[src/rtl/shift_pkg.sv]
// Shared encodings and defaults for the shift/rotate unit.
package shift_pkg;

    localparam int unsigned DEFAULT_WIDTH = 32;

    typedef enum logic [2:0] {
        OP_ROL = 3'b000,
        OP_ROR = 3'b001,
        OP_SHL = 3'b010,
        OP_SHR = 3'b011,
        OP_SRA = 3'b100
    } op_e;

    function automatic logic is_shift(input logic [2:0] op);
        return (op == OP_SHL) || (op == OP_SHR) || (op == OP_SRA);
    endfunction

endpackage

[src/rtl/shift_stage.sv]
// One level of the logarithmic shifter: conditionally moves data by 2^K and
// tracks the last bit moved out.
module shift_stage
    import shift_pkg::*;
#(
    parameter int unsigned WIDTH = DEFAULT_WIDTH,
    parameter int unsigned K     = 0
) (
    input  logic [2:0]       op,
    input  logic             move,
    input  logic             oor,
    input  logic             sign,
    input  logic [WIDTH-1:0] data_i,
    input  logic             cout_i,
    output logic [WIDTH-1:0] data_c,
    output logic             cout_c
);

    localparam int unsigned S = 1 << K;

    logic [WIDTH-1:0] rol_c;
    logic             sra_fill_c;

    assign rol_c      = (data_i << S) | (data_i >> (WIDTH - S));
    assign sra_fill_c = sign && (op == OP_SRA);

    // ROR arrives here already converted to a left-rotate amount.
    always_comb begin
        data_c = data_i;
        cout_c = cout_i;
        if (oor) begin
            data_c = {WIDTH{sra_fill_c}};
            cout_c = sra_fill_c;
        end else if (move) begin
            case (op)
                OP_ROL: begin
                    data_c = rol_c;
                    cout_c = rol_c[0];
                end
                OP_ROR: begin
                    data_c = rol_c;
                    cout_c = rol_c[WIDTH-1];
                end
                OP_SHL: begin
                    data_c = data_i << S;
                    cout_c = data_i[WIDTH-S];
                end
                OP_SHR: begin
                    data_c = data_i >> S;
                    cout_c = data_i[S-1];
                end
                OP_SRA: begin
                    data_c = WIDTH'($signed(data_i) >>> S);
                    cout_c = data_i[S-1];
                end
                default: ;
            endcase
        end
    end

endmodule

[src/rtl/shift_rotate_unit.sv]
// Pipelined logarithmic shift/rotate unit: one stage per amount bit, with a
// single global advance so the whole pipe moves or stalls together.
module shift_rotate_unit
    import shift_pkg::*;
#(
    parameter int unsigned WIDTH = DEFAULT_WIDTH,
    parameter int unsigned LOG2W = $clog2(WIDTH)
) (
    input  logic             clk,
    input  logic             rst_n,
    input  logic             in_valid,
    output logic             in_ready,
    input  logic [2:0]       op,
    input  logic [WIDTH-1:0] A,
    input  logic [WIDTH-1:0] B,
    output logic             out_valid,
    input  logic             out_ready,
    output logic [WIDTH-1:0] R,
    output logic             zero,
    output logic             cout
);

    logic             advance;
    logic             oor_in;
    logic [LOG2W-1:0] amt_in;

    // Pipeline registers; the last stage keeps only what drives the outputs.
    logic [LOG2W-1:0] v_q;
    logic [LOG2W-1:0] cout_q;
    logic [WIDTH-1:0] data_q [LOG2W];
    logic [2:0]       op_q   [LOG2W-1];
    logic [LOG2W-1:0] amt_q  [LOG2W-1];
    logic [LOG2W-2:0] oor_q;
    logic [LOG2W-2:0] sign_q;

    // Per-stage inputs and outputs.
    logic [2:0]       st_op   [LOG2W];
    logic [LOG2W-1:0] st_amt  [LOG2W];
    logic [LOG2W-1:0] st_oor;
    logic [LOG2W-1:0] st_sign;
    logic [WIDTH-1:0] st_data [LOG2W];
    logic [LOG2W-1:0] st_cout;
    logic [WIDTH-1:0] data_c  [LOG2W];
    logic [LOG2W-1:0] cout_c;

    assign advance  = !out_valid || out_ready;
    assign in_ready = advance;

    // ROR by M becomes ROL by -M mod WIDTH; shifts flag any high amount bits.
    assign amt_in = (op == OP_ROR) ? LOG2W'(~B[LOG2W-1:0] + 1'b1) : B[LOG2W-1:0];
    assign oor_in = is_shift(op) && (|B[WIDTH-1:LOG2W]);

    always_comb begin
        st_op[0]   = op;
        st_amt[0]  = amt_in;
        st_oor[0]  = oor_in;
        st_sign[0] = A[WIDTH-1];
        st_data[0] = A;
        st_cout[0] = 1'b0;
        for (int k = 1; k < LOG2W; k++) begin
            st_op[k]   = op_q[k-1];
            st_amt[k]  = amt_q[k-1];
            st_oor[k]  = oor_q[k-1];
            st_sign[k] = sign_q[k-1];
            st_data[k] = data_q[k-1];
            st_cout[k] = cout_q[k-1];
        end
    end

    // Amount is consumed LSB-first: each register passes it on shifted right.
    for (genvar k = 0; k < LOG2W; k++) begin : g_stage
        shift_stage #(
            .WIDTH (WIDTH),
            .K     (k)
        ) u_stage (
            .op     (st_op[k]),
            .move   (st_amt[k][0]),
            .oor    (st_oor[k]),
            .sign   (st_sign[k]),
            .data_i (st_data[k]),
            .cout_i (st_cout[k]),
            .data_c (data_c[k]),
            .cout_c (cout_c[k])
        );
    end

    always_ff @(posedge clk or negedge rst_n) begin
        if (!rst_n) begin
            v_q    <= '0;
            cout_q <= '0;
            oor_q  <= '0;
            sign_q <= '0;
            for (int k = 0; k < LOG2W; k++) begin
                data_q[k] <= '0;
            end
            for (int k = 0; k < LOG2W - 1; k++) begin
                op_q[k]  <= '0;
                amt_q[k] <= '0;
            end
        end else if (advance) begin
            v_q    <= {v_q[LOG2W-2:0], in_valid};
            cout_q <= cout_c;
            for (int k = 0; k < LOG2W; k++) begin
                data_q[k] <= data_c[k];
            end
            for (int k = 0; k < LOG2W - 1; k++) begin
                op_q[k]   <= st_op[k];
                amt_q[k]  <= st_amt[k] >> 1;
                oor_q[k]  <= st_oor[k];
                sign_q[k] <= st_sign[k];
            end
        end
    end

    assign out_valid = v_q[LOG2W-1];
    assign R         = data_q[LOG2W-1];
    assign cout      = cout_q[LOG2W-1];
    assign zero      = ~|R;

endmodule

[config.mk]
export PLATFORM = sky130hd
export DESIGN_NAME = shift_rotate_unit
export DESIGN_NICKNAME = d
export VERILOG_FILES = /design/src/rtl/shift_pkg.sv /design/src/rtl/shift_stage.sv /design/src/rtl/shift_rotate_unit.sv
export SDC_FILE = /design/constraint.sdc
export NUM_CORES = 1
export LEC_CHECK = 0
export CAP_MARGIN = 20
export CELL_PAD_IN_SITES_DETAIL_PLACEMENT = 0
export CELL_PAD_IN_SITES_GLOBAL_PLACEMENT = 2
export CORE_UTILIZATION = 39
export CTS_CLUSTER_SIZE = 28
export DETAILED_ROUTE_END_ITERATION = 8
export PLACE_DENSITY_LB_ADDON = 0.1
export REMOVE_ABC_BUFFERS = 1
export SYNTH_ARGS = -nofsm -noshare
export SYNTH_HDL_FRONTEND = slang
export SYNTH_SLANG_ARGS = --single-unit
export TNS_END_PERCENT = 5
[constraint.sdc]
create_clock -name clk -period 4.6 [get_ports clk]
set_clock_uncertainty 0.05 [all_clocks]
set_input_delay 0.46 -clock clk [delete_from_list [all_inputs] [get_ports clk]]
set_output_delay 0.46 -clock clk [all_outputs]
set_load 0.02 [all_outputs]
# Word level (Yosys, flattened, before mapping)
# Cells that the tools add are included.
classes:
  n_reduce_logical: 28
  muxes: 31
  bitwise_logic: 6
  eq_ne: 20
  addsub: 1
ops:
  columns: ["operator", "count"]
  rows:
  - ["case mux 32 bit (4 select lines)", 5]
  - ["2-to-1 mux 32 bit", 10]
  - ["OR 32 x 1 -> 32 bit", 1]
  - ["OR 32 x 16 -> 32 bit", 1]
  - ["OR 32 x 2 -> 32 bit", 1]
  - ["OR 32 x 4 -> 32 bit", 1]
  - ["OR 32 x 8 -> 32 bit", 1]
  - ["OR reduction 32 bit", 1]
  - ["== test 3 x 2 -> 1 bit (second input constant)", 10]
  - ["OR reduction 27 bit", 1]
  - ["case mux 1 bit (4 select lines)", 5]
  - ["OR reduction 2 bit", 10]
  - ["== test 3 x 1 -> 1 bit (second input constant)", 5]
  - ["== test 3 bit (second input constant)", 5]
  - ["zero test 3 bit", 5]
  - ["2-to-1 mux 1 bit", 10]
  - ["logical AND 1 bit", 6]
  - ["adder 5 x 1 -> 5 bit (second input constant)", 1]
  - ["2-to-1 mux 5 bit", 1]
  - ["inverter 5 bit", 1]
  - ["logical OR 1 bit", 3]
  - ["zero test 1 bit", 2]
word_totals:
  ff_bits: 200
  inputBits: 71

# Logic depth before layout (Yosys ltp)
depth:
  ltp_word: 5
  mapped_depth: 8
  mapped_depth_nobuf: 5

# Cells and area by module
# From an unflattened synthesis, not the netlist that was laid out.
unflattened:
  cells_unflattened: 1868
  hier_area_um2: 14279.9
by_module_without_submodules:
  columns: ["mod", "seq_area_each_um2", "area_each_um2", "cells_each", "instances"]
  rows:
  - ["shift_rotate_unit", 5004.8, 7928.9, 911, 1]
  - ["shift_stage (g_stage[1].u_stage)", 0.0, 1512.7, 214, 1]
  - ["shift_stage (g_stage[0].u_stage)", 0.0, 1481.4, 219, 1]
  - ["shift_stage (g_stage[2].u_stage)", 0.0, 1381.3, 215, 1]
  - ["shift_stage (g_stage[3].u_stage)", 0.0, 1164.9, 179, 1]
  - ["shift_stage (g_stage[4].u_stage)", 0.0, 810.8, 130, 1]

# Worst setup path after synthesis
# No wires, ideal clock.
synth_timing:
  path_type: "flip-flop to output port"
  from: "reg v_q[4]"
  to: "out in_ready"
  stages_incl_launch_ff: 7
  slack_ps: 2691
  arrival_ps: 1399
  required_ps: 4090
  path_cell_list: "dfrtp_1 > nor2b_1 > buf_2 > inv_2 > buf_2 > buf_2 > buf_2"
synth_between:
  elab_chain_len: 2
synth_rtl:
  columns: ["item", "line", "text"]
  rows:
  - ["start, declared", "shift_rotate_unit.sv:28", "logic [LOG2W-1:0] v_q;"]
  - ["start signal, assigned", "shift_rotate_unit.sv:101", "v_q <= {v_q[LOG2W-2:0], in_valid};"]
  - ["zero test 1 bit", "shift_rotate_unit.sv:46", "assign advance = !out_valid || out_ready;"]
  - ["logical OR 1 bit", "shift_rotate_unit.sv:46", null]
  - ["end, declared", "shift_rotate_unit.sv:12", "output logic in_ready,"]
# Every way passes these cells.

# Worst setup path in the final report
layout_timing:
  from: "reg data_q (netlist bit R[9])"
  to: "out zero"
layout_between:
  elab_chain_len: 2
layout_rtl:
  columns: ["item", "line", "text"]
  rows:
  - ["start, declared", "shift_rotate_unit.sv:30", "logic [WIDTH-1:0] data_q [LOG2W];"]
  - ["start signal, assigned by index", "shift_rotate_unit.sv:104", "data_q[k] <= data_c[k];"]
  - ["OR reduction 32 bit", "shift_rotate_unit.sv:118", "assign zero = ~|R;"]
  - ["zero test 1 bit", "shift_rotate_unit.sv:118", null]
  - ["end, declared", "shift_rotate_unit.sv:19", "output logic zero,"]
# Every way passes these cells.

==> flow_metrics.py <==
metrics = {
    "setup_path": {
        "crit_fanout": 3,
        "criticalPathCategory": "reg2out",
        "cp_data_arrival_time_ns": 2.27,
        "cp.required_ns": 4.09,
        "start_kind": "flip-flop",
        "crit_family": "simple AND/OR/NAND/NOR gates",
        "critPathSlowestCell": "clkdlybuf4s50_1",
        "cp_cell_sequence": "nor4_1 -> nand4_1 -> nor2_1 -> clkdlybuf4s50_1",
        "worstReg2RegStart": "op_q[5]$_DFFE_PN0P_",
        "crit_start": "R[9]$_DFFE_PN0P_",
        "end_kind": "output port",
        "slowest_delay_ns": 0.60,
        "crit_buf_inv": 1,
    },
    "power_and_ir_drop": {
        "powerDensity_nw_per_um2": 726.9,
        "finalPower_mw": 9.732,
        "leakage_nw": 5.350,
        "peakVddDrop_mv": 0.2856,
    },
    "timing": {
        "finalWorstSetupSlack_ns": 1.821,
        "hold_viol_final": 0,
        "rsz0062_at_grt": "false",
        "fmaxAchievable_mhz": 359.8,
        "maxSlewHeadroom_pct": 23.80,
        "fin_crit_ns": 2.779,
        "setup_viol": 0,
        "maxSlewViolCount": 0,
        "tightest_slew_ns": 1.138,
        "period_share_pct": 60.41,
    },
    "clocking": {
        "cts_tree": "done",
        "post_cts_buffers": 0,
        "cts_resized": 0,
        "clock-sinks": 200,
        "cts.clk_slew.worst_paths_ns": 0.08,
        "hold_buffers": 0,
        "cts-root-buf": "clkbuf_16",
        "clk_latency_ns": 0.44,
        "clockBufferDepth": 2,
        "numCtsBuffers": 17,
        "htreeDepth": 4,
    },
    "synthesis": {
        "synth_async_sr_flop_share_pct": 100.0,
        "synth.avg_cell_area_um2": 9.002,
        "yosysTopAreaCell": "dfrtp_1",
        "netlist_instances": 1318,
        "synth.top_cell.area_share_pct": 42.18,
        "synth-seq-cells": 200,
        "yosysSeqAreaShare_pct": 42.18,
        "synth.distinct_cells": 68,
        "synth-edff-count": 0,
        "yosysWarnings": 0,
        "synth_area_um2": 11870,
        "synth_ff_type": "dfrtp_1",
        "yosys-top-cells-area": "dfrtp_1 42%, a21oi_1 6.6%, nand2_1 6.5%, o22a_1 4.4%, o21ai_0 3.2%",
    },
    "drt": {
        "viasPerCell": 5.921,
        "wl_per_cell_um": 20.67,
        "vias": 10120,
        "drc": 0,
        "drt-pass1-iter-count": 6,
        "dr.first_iter.drc_count": 974,
        "finalWirelength_mm": 35.32,
        "ant_nets": 0,
    },
    "floorplanning": {
        "start_util_pct": 39.82,
        "fp.dieArea_um2": 31130,
        "dieHeight_um": 176.4,
        "coreArea_um2": 29800,
        "rows": 63,
        "die_width_um": 176.4,
        "ios": 107,
    },
    "placed_design": {
        "io_buffers": 106,
        "dpl.hpwl_mm": 24.61,
        "preCtsSetupSlack_ns": 1.682,
        "gp_congestion": 0.8060,
    },
    "outcome": {
        "status": "complete, no violations",
    },
    "grt": {
        "antenna_found_initial": 0,
        "gr-total-overflow": 0,
        "grt_use_total_pct": 23.31,
        "grt_max_degree": 109,
        "grt_pass1_vias": 9940,
        "grt_pass1_wl_mm": 57.88,
    },
    "flow_run": {
        "cap_violations": 0,
    },
    "cells_and_area": {
        "antenna_cells": 0,
        "multi_input_area_um2": 5932,
        "final_core_util_pct": 44.94,
        "fillCellCount": 2958,
        "nNetsFinal": 1378,
        "area_growth_syn_to_layout_pct": 12.84,
        "regArea_um2": 5005,
        "drive_gt1_share_pct": 8.795,
    },
    "min_path": {
        "min_path_type": "in2async",
    },
}
[state kept, by name, indices dropped and copies added, names as in the netlist]
name,flops
R,32
amt_q,10
cout_q,5
data_q,128
oor_q,4
op_q,12
sign_q,4
v_q,5
[cells in the final DEF, fill, tap and decap left out, types with 24 or more instances in the layout]
master / count
inv_1: 24
dfrtp_1: 200
o22a_1: 60
nor2_1: 52
nand2_1: 204
and2_1: 25
a21oi_1: 156
a211oi_1: 31
a21o_1: 35
o21ai_0: 76
clkdlybuf4s50_1: 105
[per-layer routing]
| layer | up-vias | track usage, % | wire length (µm) | share of wire (%) |
|---|---|---|---|---|
| li1 | 4861 | - | - | - |
| met1 | 4993 | 31.38 | 16370 | 46 |
| met2 | 233 | 39.50 | 17390 | 49 |
| met3 | 32 | 2.390 | 895 | 2.5 |
| met4 | 0 | 6.861 | 667 | 1.9 |
| met5 | - | 0 | 0 | 0 |
[worst reg2reg max path, cell delays in order, from the launching register on]
cell,delay [ns]
dfrtp_1,0.64
nor3b_2,0.99
o21ai_0,0.18
a311oi_1,0.42
o22a_1,0.18
[report_power, final]
part	internal [mW]	switching (mW)	leakage [nW]	total, mW
Clock	0.739	0.756	0.280	1.49
Sequential	2.56	1.04	2.45	3.60
Combinational	2.01	2.62	2.62	4.63
[kinds of logic after synthesis]
logic type / after synthesis / share of synthesized area, %
buffers and inverters: 186 / 7.993
DFF: 200 / 42.18
adders and majority gates: 1 / 0.1054
AOI/OAI and AO/OA: 543 / 33.60
xor gates and xnor gates: 3 / 0.2215
and+or+nand+nor: 366 / 14.25
muxes: 19 / 1.656
[cell usage after synthesis (all sizes together) (4+ instances only)]
library cell	instances
a211oi	31
a21o	35
a21oi	163
a221oi	28
a222oi	21
a22oi	4
a2bb2oi	14
a311oi	11
and2	25
and3	7
buf	101
clkbuf	60
dfrtp	200
inv	25
mux2i	17
nand2	205
nand2b	7
nand3	19
nand4	4
nor2	52
nor2b	11
nor3b	7
nor4	14
o211ai	23
o21ai	97
o22a	60
o22ai	4
o311ai	10
o31ai	4
o32a	22
o32ai	6
or3b	4
[stage by stage]
step / TNS, ns / std cells / area (µm²) / hold slack, ns
after floorplan: -363.22 / 1157 / 11010 / 0.1144
after CTS: 0 / 1708 / 13360 / 0.1045
final: 0 / 1709 / 13390 / 0.07702
after global routing: 0 / 1709 / 13390 / 0.1438
after global placement: 0 / 1674 / 12760 / 0.3911
after detailed placement: 0 / 1676 / 12790 / 0.3975
[final timing paths]
check / end / slack [ns] / cells after the start
setup / recovery: zero / 1.82 / 4
hold / removal: R[15]$_DFFE_PN0P_ / 0.08 / 1
setup reg to reg: data_q[34]$_DFFE_PN0P_ / 2.09 / 4
hold reg to reg: v_q[4]$_DFFE_PN0P_ / 0.41 / 1
max in group asynchronous: data_q[128]$_DFFE_PN0P_ / 3.38 / 2
min in group clk: v_q[4]$_DFFE_PN0P_ / 0.41 / 1
[final cells by class]
cell class,count,share of cell area [%]
sequential,200,37.38
clock inverter,13,0.9532
multi-input combinational,932,44.30
clock buffer,19,3.308
tap,390,3.645
inverter,25,0.7196
timing repair buffer,130,9.691
Note: power is estimated with default switching activity, not from simulation.
